<file path="config.mk">
export PLATFORM = sky130hd
export DESIGN_NAME = dd_debounce
export DESIGN_NICKNAME = d
export VERILOG_FILES = /design/src/rtl/dd_debounce.sv
export SDC_FILE = /design/constraint.sdc
export NUM_CORES = 1
export LEC_CHECK = 0
export CAP_MARGIN = 20
export CORE_MARGIN = 1.5
export CORE_UTILIZATION = 39
export CTS_BUF_LIST = sky130_fd_sc_hd__clkbuf_8
export DETAILED_ROUTE_END_ITERATION = 8
export GPL_TIMING_DRIVEN = 0
export PLACE_DENSITY = 0.57
export SLEW_MARGIN = 30
export SYNTH_ARGS = -nofsm -noshare
export SYNTH_HDL_FRONTEND = slang
export SYNTH_SLANG_ARGS = --single-unit
</file>
<file path="constraint.sdc">
create_clock -name clk -period 3.5 [get_ports clk]
set_input_delay 0.7 -clock clk [delete_from_list [all_inputs] [get_ports clk]]
set_output_delay 0.7 -clock clk [all_outputs]
set_load 0.1 [all_outputs]
</file>
<file path="src/rtl/dd_debounce.sv">
// dd_debounce: per-bit debouncer and edge detector for slow external levels.
//
// The input is expected to come straight from a double-flop synchronizer.
// Each bit has its own small FSM and stability counter. A new level is
// accepted only after it differs from the current debounced level on
// DEBOUNCE_CYCLES consecutive clk edges. On an accept, the debounced level
// and a one-cycle rise or fall pulse appear together.
//
// Optional feature macro: DD_DEBOUNCE_STICKY_EN
//   defined   : chg_sticky_o[k] sets one cycle after an accept on bit k and
//               holds until chg_clr_i[k] is high at a clk edge. If a set and
//               a clear land on the same edge, the set wins.
//   undefined : chg_sticky_o is tied low and chg_clr_i is ignored. Both
//               ports remain so instantiations do not change.
//
// Ports:
//   clk           system clock
//   rst           synchronous, active-high reset
//   data_sync_i   [WIDTH] synchronized raw level
//   data_db_o     [WIDTH] debounced level (registered)
//   rise_pulse_o  [WIDTH] one-cycle pulse on an accepted 0->1 transition
//   fall_pulse_o  [WIDTH] one-cycle pulse on an accepted 1->0 transition
//   chg_clr_i     [WIDTH] sticky change flag clear
//   chg_sticky_o  [WIDTH] sticky change flag
//
// Per-bit FSM:
//   state      | meaning
//   -----------+---------------------------------------------------------
//   ST_STABLE  | input matches the debounced level, counter idle at 0
//   ST_PENDING | input differs; cnt holds the differing edges still needed

module dd_debounce #(
  parameter int unsigned      WIDTH           = 1,
  parameter int unsigned      CNT_W           = 16,
  parameter int unsigned      DEBOUNCE_CYCLES = 50000,
  parameter logic [WIDTH-1:0] RST_VAL         = '0
) (
  input  logic             clk,
  input  logic             rst,
  input  logic [WIDTH-1:0] data_sync_i,
  output logic [WIDTH-1:0] data_db_o,
  output logic [WIDTH-1:0] rise_pulse_o,
  output logic [WIDTH-1:0] fall_pulse_o,
  input  logic [WIDTH-1:0] chg_clr_i,
  output logic [WIDTH-1:0] chg_sticky_o
);

  if ((DEBOUNCE_CYCLES < 1) ||
      (64'(DEBOUNCE_CYCLES) > ((64'd1 << CNT_W) - 64'd1))) begin : g_bad_param
    $error("dd_debounce: DEBOUNCE_CYCLES must be in 1 .. 2**CNT_W-1");
  end

  typedef enum logic {
    ST_STABLE  = 1'b0,
    ST_PENDING = 1'b1
  } state_e;

  // The counter runs down: entering PENDING loads the number of further
  // differing edges required, and the edge that finds it at 1 accepts.
  // It therefore never goes below 1 while pending and cannot wrap.
  localparam logic [CNT_W-1:0] LOAD_VAL = CNT_W'(DEBOUNCE_CYCLES - 1);
  localparam logic [CNT_W-1:0] TERM_VAL = CNT_W'(1);
  localparam bit               INSTANT  = (DEBOUNCE_CYCLES == 1);

  state_e           state_q [WIDTH];
  state_e           state_d [WIDTH];
  logic [CNT_W-1:0] cnt_q   [WIDTH];
  logic [CNT_W-1:0] cnt_d   [WIDTH];
  logic [WIDTH-1:0] db_q, db_d;
  logic [WIDTH-1:0] rise_q, rise_d;
  logic [WIDTH-1:0] fall_q, fall_d;
  logic [WIDTH-1:0] differ;

  assign differ = data_sync_i ^ db_q;

  always_comb begin
    db_d   = db_q;
    rise_d = '0;
    fall_d = '0;
    for (int k = 0; k < int'(WIDTH); k++) begin
      state_d[k] = state_q[k];
      cnt_d[k]   = cnt_q[k];
      unique case (state_q[k])
        ST_STABLE: begin
          cnt_d[k] = '0;
          if (differ[k]) begin
            if (INSTANT) begin
              db_d[k]   = data_sync_i[k];
              rise_d[k] = data_sync_i[k];
              fall_d[k] = ~data_sync_i[k];
            end else begin
              state_d[k] = ST_PENDING;
              cnt_d[k]   = LOAD_VAL;
            end
          end
        end
        ST_PENDING: begin
          if (!differ[k]) begin
            // glitch: back to the current level before the count finished
            state_d[k] = ST_STABLE;
            cnt_d[k]   = '0;
          end else if (cnt_q[k] == TERM_VAL) begin
            state_d[k] = ST_STABLE;
            cnt_d[k]   = '0;
            db_d[k]    = data_sync_i[k];
            rise_d[k]  = data_sync_i[k];
            fall_d[k]  = ~data_sync_i[k];
          end else begin
            cnt_d[k] = cnt_q[k] - TERM_VAL;
          end
        end
        default: begin
          state_d[k] = ST_STABLE;
          cnt_d[k]   = '0;
        end
      endcase
    end
  end

  always_ff @(posedge clk) begin
    if (rst) begin
      for (int k = 0; k < int'(WIDTH); k++) begin
        state_q[k] <= ST_STABLE;
        cnt_q[k]   <= '0;
      end
      db_q   <= RST_VAL;
      rise_q <= '0;
      fall_q <= '0;
    end else begin
      for (int k = 0; k < int'(WIDTH); k++) begin
        state_q[k] <= state_d[k];
        cnt_q[k]   <= cnt_d[k];
      end
      db_q   <= db_d;
      rise_q <= rise_d;
      fall_q <= fall_d;
    end
  end

  assign data_db_o    = db_q;
  assign rise_pulse_o = rise_q;
  assign fall_pulse_o = fall_q;

`ifdef DD_DEBOUNCE_STICKY_EN
  logic [WIDTH-1:0] sticky_q, sticky_d;

  // Set comes from the registered pulses, so the flag lands one cycle after
  // the pulse; OR-ing it in after the clear makes set win over clear.
  always_comb begin
    sticky_d = (sticky_q & ~chg_clr_i) | rise_q | fall_q;
  end

  always_ff @(posedge clk) begin
    if (rst) begin
      sticky_q <= '0;
    end else begin
      sticky_q <= sticky_d;
    end
  end

  assign chg_sticky_o = sticky_q;
`else
  logic unused_chg_clr;
  assign unused_chg_clr = ^chg_clr_i;
  assign chg_sticky_o   = '0;
`endif

endmodule

</file>
# --- Word-level counts from Yosys, hierarchy flattened ---
# Memories as Yosys holds them, arrays and structs flattened.
# Cells that the tools add are included.
totals:
  word_cells: 31
  inputBits: 4
  memories: 2
  output_inout_bits: 4
  mem_bits_rw: 17
  reg_bits: 3
mem_list:
  columns: ["name", "words", "word_bits", "read_ports", "rd_clocked_by_memory_dff", "wr", "line", "text"]
  rows:
  - ["cnt_q", 1, 16, 1, 0, 1, "67", "logic [CNT_W-1:0] cnt_q [WIDTH];"]
  - ["state_q", 1, 1, 1, 0, 1, "65", "state_e state_q [WIDTH];"]
classes:
  add_sub_neg: 1
  n_eq_ne: 1
  reduce_logical: 4
  n_mux: 15
  n_bitwise: 5
ops:
  columns: ["cell", "n"]
  rows:
  - ["2-to-1 mux 16 bit", 4]
  - ["case mux 16 bit (2 select lines)", 1]
  - ["equality test 16 x 1 -> 1 bit, second input constant", 1]
  - ["OR reduction 16 bit", 1]
  - ["subtractor 16 x 1 -> 16 bit, second input constant", 1]
  - ["2-to-1 mux 1 bit", 9]
  - ["inverter 1 bit", 4]
  - ["OR reduction 4 bit", 1]
  - ["AND reduction 3 bit", 1]
  - ["case mux 1 bit (2 select lines)", 1]
  - ["OR reduction 1 bit", 1]
  - ["XOR 1 bit", 1]

# --- Depth between registers and ports, before layout ---
# An unclocked memory read counts as a cell.
logic_depth:
  word_depth: 6
  ltp_mapped: 7
  mapped_depth_nobuf: 7

# --- Least setup slack after synthesis ---
# OpenSTA, ideal clock, no wires.
synth_timing:
  kind: "flip-flop to flip-flop"
  start: "memory cnt_q[0][8]"
  end: "register db_q, in the netlist data_db_o"
  n_path_buf: 1
  synth_period_minus_slack_ps: 2099
  arrival_time_ps: 1972
  setup_slack_ps: 1401
  setup_time_ps: 127
  stages_incl_launch_ff: 7
  path_cell_list: "dfxtp_1 or4_4 or4_4 buf_6 or3_4 mux2i_1 nor2_1"
synth_between:
  elab_chain_cells: 3
synth_lines:
  columns: ["item", "line", "text"]
  rows:
  - ["start: declaration", "67", null]
  - ["memory (1 x 16 bit)", null, null]
  - ["equality test 16 x 1 -> 1 bit", "102", "end else if (cnt_q[k] == TERM_VAL) begin"]
  - ["AND reduction 3 bit (no source line)", null, null]
  - ["end signal: assignment", "126", "db_q <= RST_VAL;"]
  - ["end signal: assignment", "134", "db_q <= db_d;"]
  - ["end: declaration", "69", "logic [WIDTH-1:0] db_q, db_d;"]
# Every way passes these cells.
# A chain may end at the register's enable or synchronous reset.

# --- Worst setup path after layout ---
layout_timing:
  start: "register db_q, in the netlist data_db_o"
  end: "output data_db_o"
layout_rtl:
  columns: ["item", "line", "text"]
  rows:
  - ["end: declaration", "41", "output logic [WIDTH-1:0] data_db_o,"]
# No word-level cell between the ends.

==> metrics.cfg <==
[timing]
rsz0062_at_grt=no
hold_slack_ns=0.496
fmax_mhz=396
period_needed_ns=2.53
setup_viol=0
setup-tns-final_ns=0
timing.final.crit_share_pct=72.1
hold_violations=0
tightest_slew_ns=0.958
fin_worst_skew_ns=0.00995
finalMaxSlewViolations=0
max_slew_margin_pct=35.9

[critical_path]
cp.buffers_inverters=1
start_kind=flip-flop
worstSetupEndpointType=output pin
rrSetupSlack_ns=1.31
cp_top_family=buffers and inverters
slowest_delay_ns=1.16
timing.rr.start=cnt_q[0][8]
cp.arrival_ns=1.83
worstRegToRegCells=6
cp.required_ns=2.80
worstSetupPathType=flip-flop to output pin
worst_path_max_delay_cell=clkdlybuf4s50_1
r2r-end=data_db_o
cp_cell_sequence=clkdlybuf4s50_1
critPathMaxFanout=5

[grt]
grt_pass1_wl_um=2930
grt_use_total_pct=15.1
gr-total-overflow=0
grt_max_degree=13
use_met2_pct=25.7
grtUsageMet3_pct=2.63
grt_pass1_vias=694
antenna_found_initial=0
use_met1_pct=17.8
busiest_layer=met2

[outcome]
status=complete, no violations

[die]
coreArea_mm2=0.00219
die_x_um=50.8
ios=8
num_rows=17
dieArea_mm2=0.00258
start_util_pct=40.7
fp.dieH_um=50.8

[clocking]
cts_inserted_buffers=3
ctsResizeCount=0
clk_latency_ns=0.26
clockRootBuffer=clkbuf_8
h-tree-depth=1
cts_tree=done
hold_buffers=0
cts.sink_count=20
clockBufferDepth=2
clk_pin_slew_worst_paths_ns=0.08
post_cts_buffers=0

[layout]
ff_latch_area_um2=400
final_common_cell=dfxtp_1
layout.nets=109
layout_common_cells=dfxtp_1, nor2_1, xnor2_1
multi_input_area_um2=449
num_antenna_cells=0
synthToLayoutAreaGrowth_pct=16.4
fillers=230
drive_above_1_share_pct=13.7

[power]
power_leakage_nw=0.388
p_per_area_mw_per_mm2=623
peakVddDrop_uv=233

[logic_synthesis]
synthDistinctLibCells=30
synthCells=94
synth-seq-cells=20
syn_area_per_cell_um2=9.49
async_reset_ff_share_pct=0
netlist_area_um2=892
synthFlopType=dfxtp_1
synth-seq-area-share_pct=44.9
ys.warnings.count=0
postSynthNetCount=100
synth_edf_count=0

[route]
drtPass1Iterations=4
drc_errors=0
wl_per_cell_um=11.9
vias_per_cell=5.08
first_iter_violations=10
drt-total-wl_um=1540
drtAntennaViolNets=0
via_count=660

[job]
drv_cap=0

[min_path]
hold_class=flip-flop to flip-flop
hold_end=cnt_q[0][4]
min_path_cells=2
hold_path.startpoint=cnt_q[0][4]

[placement]
dp_hpwl_um=1120
port_buffers=4
place.gp.congestion=0.736

## metrics by stage
step | cell area, um2 | utilization, % | std cells | total power, W | setup WS, ns
final | 1040 | 47.4 | 130 | 0.000647 | 0.975
after global routing | 1040 | 47.4 | 130 | 0.000686 | 0.918
after CTS | 1040 | 47.4 | 130 | 0.000658 | 0.954
after detailed placement | 967 | 44.1 | 126 | 0.000425 | 1.18
after global placement | 967 | 44.1 | 126 | 0.000422 | 1.22
after floorplan | 892 | - | 94 | 0.000399 | 1.40
## power breakdown
part | internal (W) | leakage, nW | switching (W)
Sequential | 0.000244 | 0.164 | 0.0000159
Clock | 0.000153 | 0.0357 | 0.0000762
Combinational | 0.0000766 | 0.189 | 0.0000818
Total | 0.000473 | 0.388 | 0.000174
## routing by layer
metal	routed length, um	share of wire [%]
met1	740	48
met2	731	47
met3	54	3.5
met4	16	1.0
met5	0	0
## sequential cells by signal (all words and copies together) (netlist names)
signal,flops
cnt_q,16
rise_pulse_o,1
fall_pulse_o,1
state_q,1
data_db_o,1
## final cells by class
class                           instances  share of cell area [%]
Timing Repair Buffer                    4                    3.86
Sequential cell                        20                    38.6
Tap cell                               28                    3.37
Inverter                                4                    1.45
Clock buffer                            3                    3.98
Multi-Input combinational cell         66                    43.3
Clock inverter                          1                    2.89
Buffer                                  4                    2.65
## worst max-delay path by stage
stage	startpoint	to	slack [ns]	cells past startpoint
6_report	data_db_o	data_db_o	0.97	1
5_1_grt	data_db_o	data_db_o	0.92	1
4_1_cts	data_db_o	data_db_o	0.95	1
3_5_place_dp	data_sync_i	cnt_q[0][9]	1.18	5
3_3_place_gp	data_sync_i	cnt_q[0][6]	1.22	5
2_1_floorplan	cnt_q[0][8]	data_db_o	1.40	6
## kinds of logic (layout without fill, tap and decap cells)
group,Yosys count,in the layout,synth area share [%]
other,1,1,0.420
AO/OA/AOI/OAI,14,14,8.56
buffers and inverters,8,16,4.77
multiplexers,1,1,1.12
XOR/XNOR,13,13,12.8
AND/OR/NAND/NOR,35,35,24.7
flip-flops,20,20,44.9
adder cells (fa/ha/maj),2,2,2.80
## worst reg2reg max path, stage by stage (launching register included)
cell	delay (ns)
dfxtp_1	0.33
or4_4	0.55
or4_4	0.43
buf_6	0.15
or3_4	0.39
mux2i_1	0.16
nor2_1	0.05
## Yosys cell counts, types with 2 or more instances
| cell type | n | area [um2] |
|---|---|---|
| nand2_1 | 5 | 18.8 |
| inv_1 | 4 | 15.0 |
| a21oi_1 | 8 | 40.0 |
| nor3_1 | 5 | 25.0 |
| dfxtp_1 | 20 | 400 |
| ha_1 | 2 | 25.0 |
| xor2_1 | 2 | 17.5 |
| nor4b_2 | 2 | 30.0 |
| xnor2_1 | 11 | 96.3 |
| nor4_1 | 2 | 12.5 |
| or4_4 | 2 | 22.5 |
| o22ai_1 | 3 | 18.8 |
| nor2_1 | 11 | 41.3 |
Power figures use the tool's default switching activity.
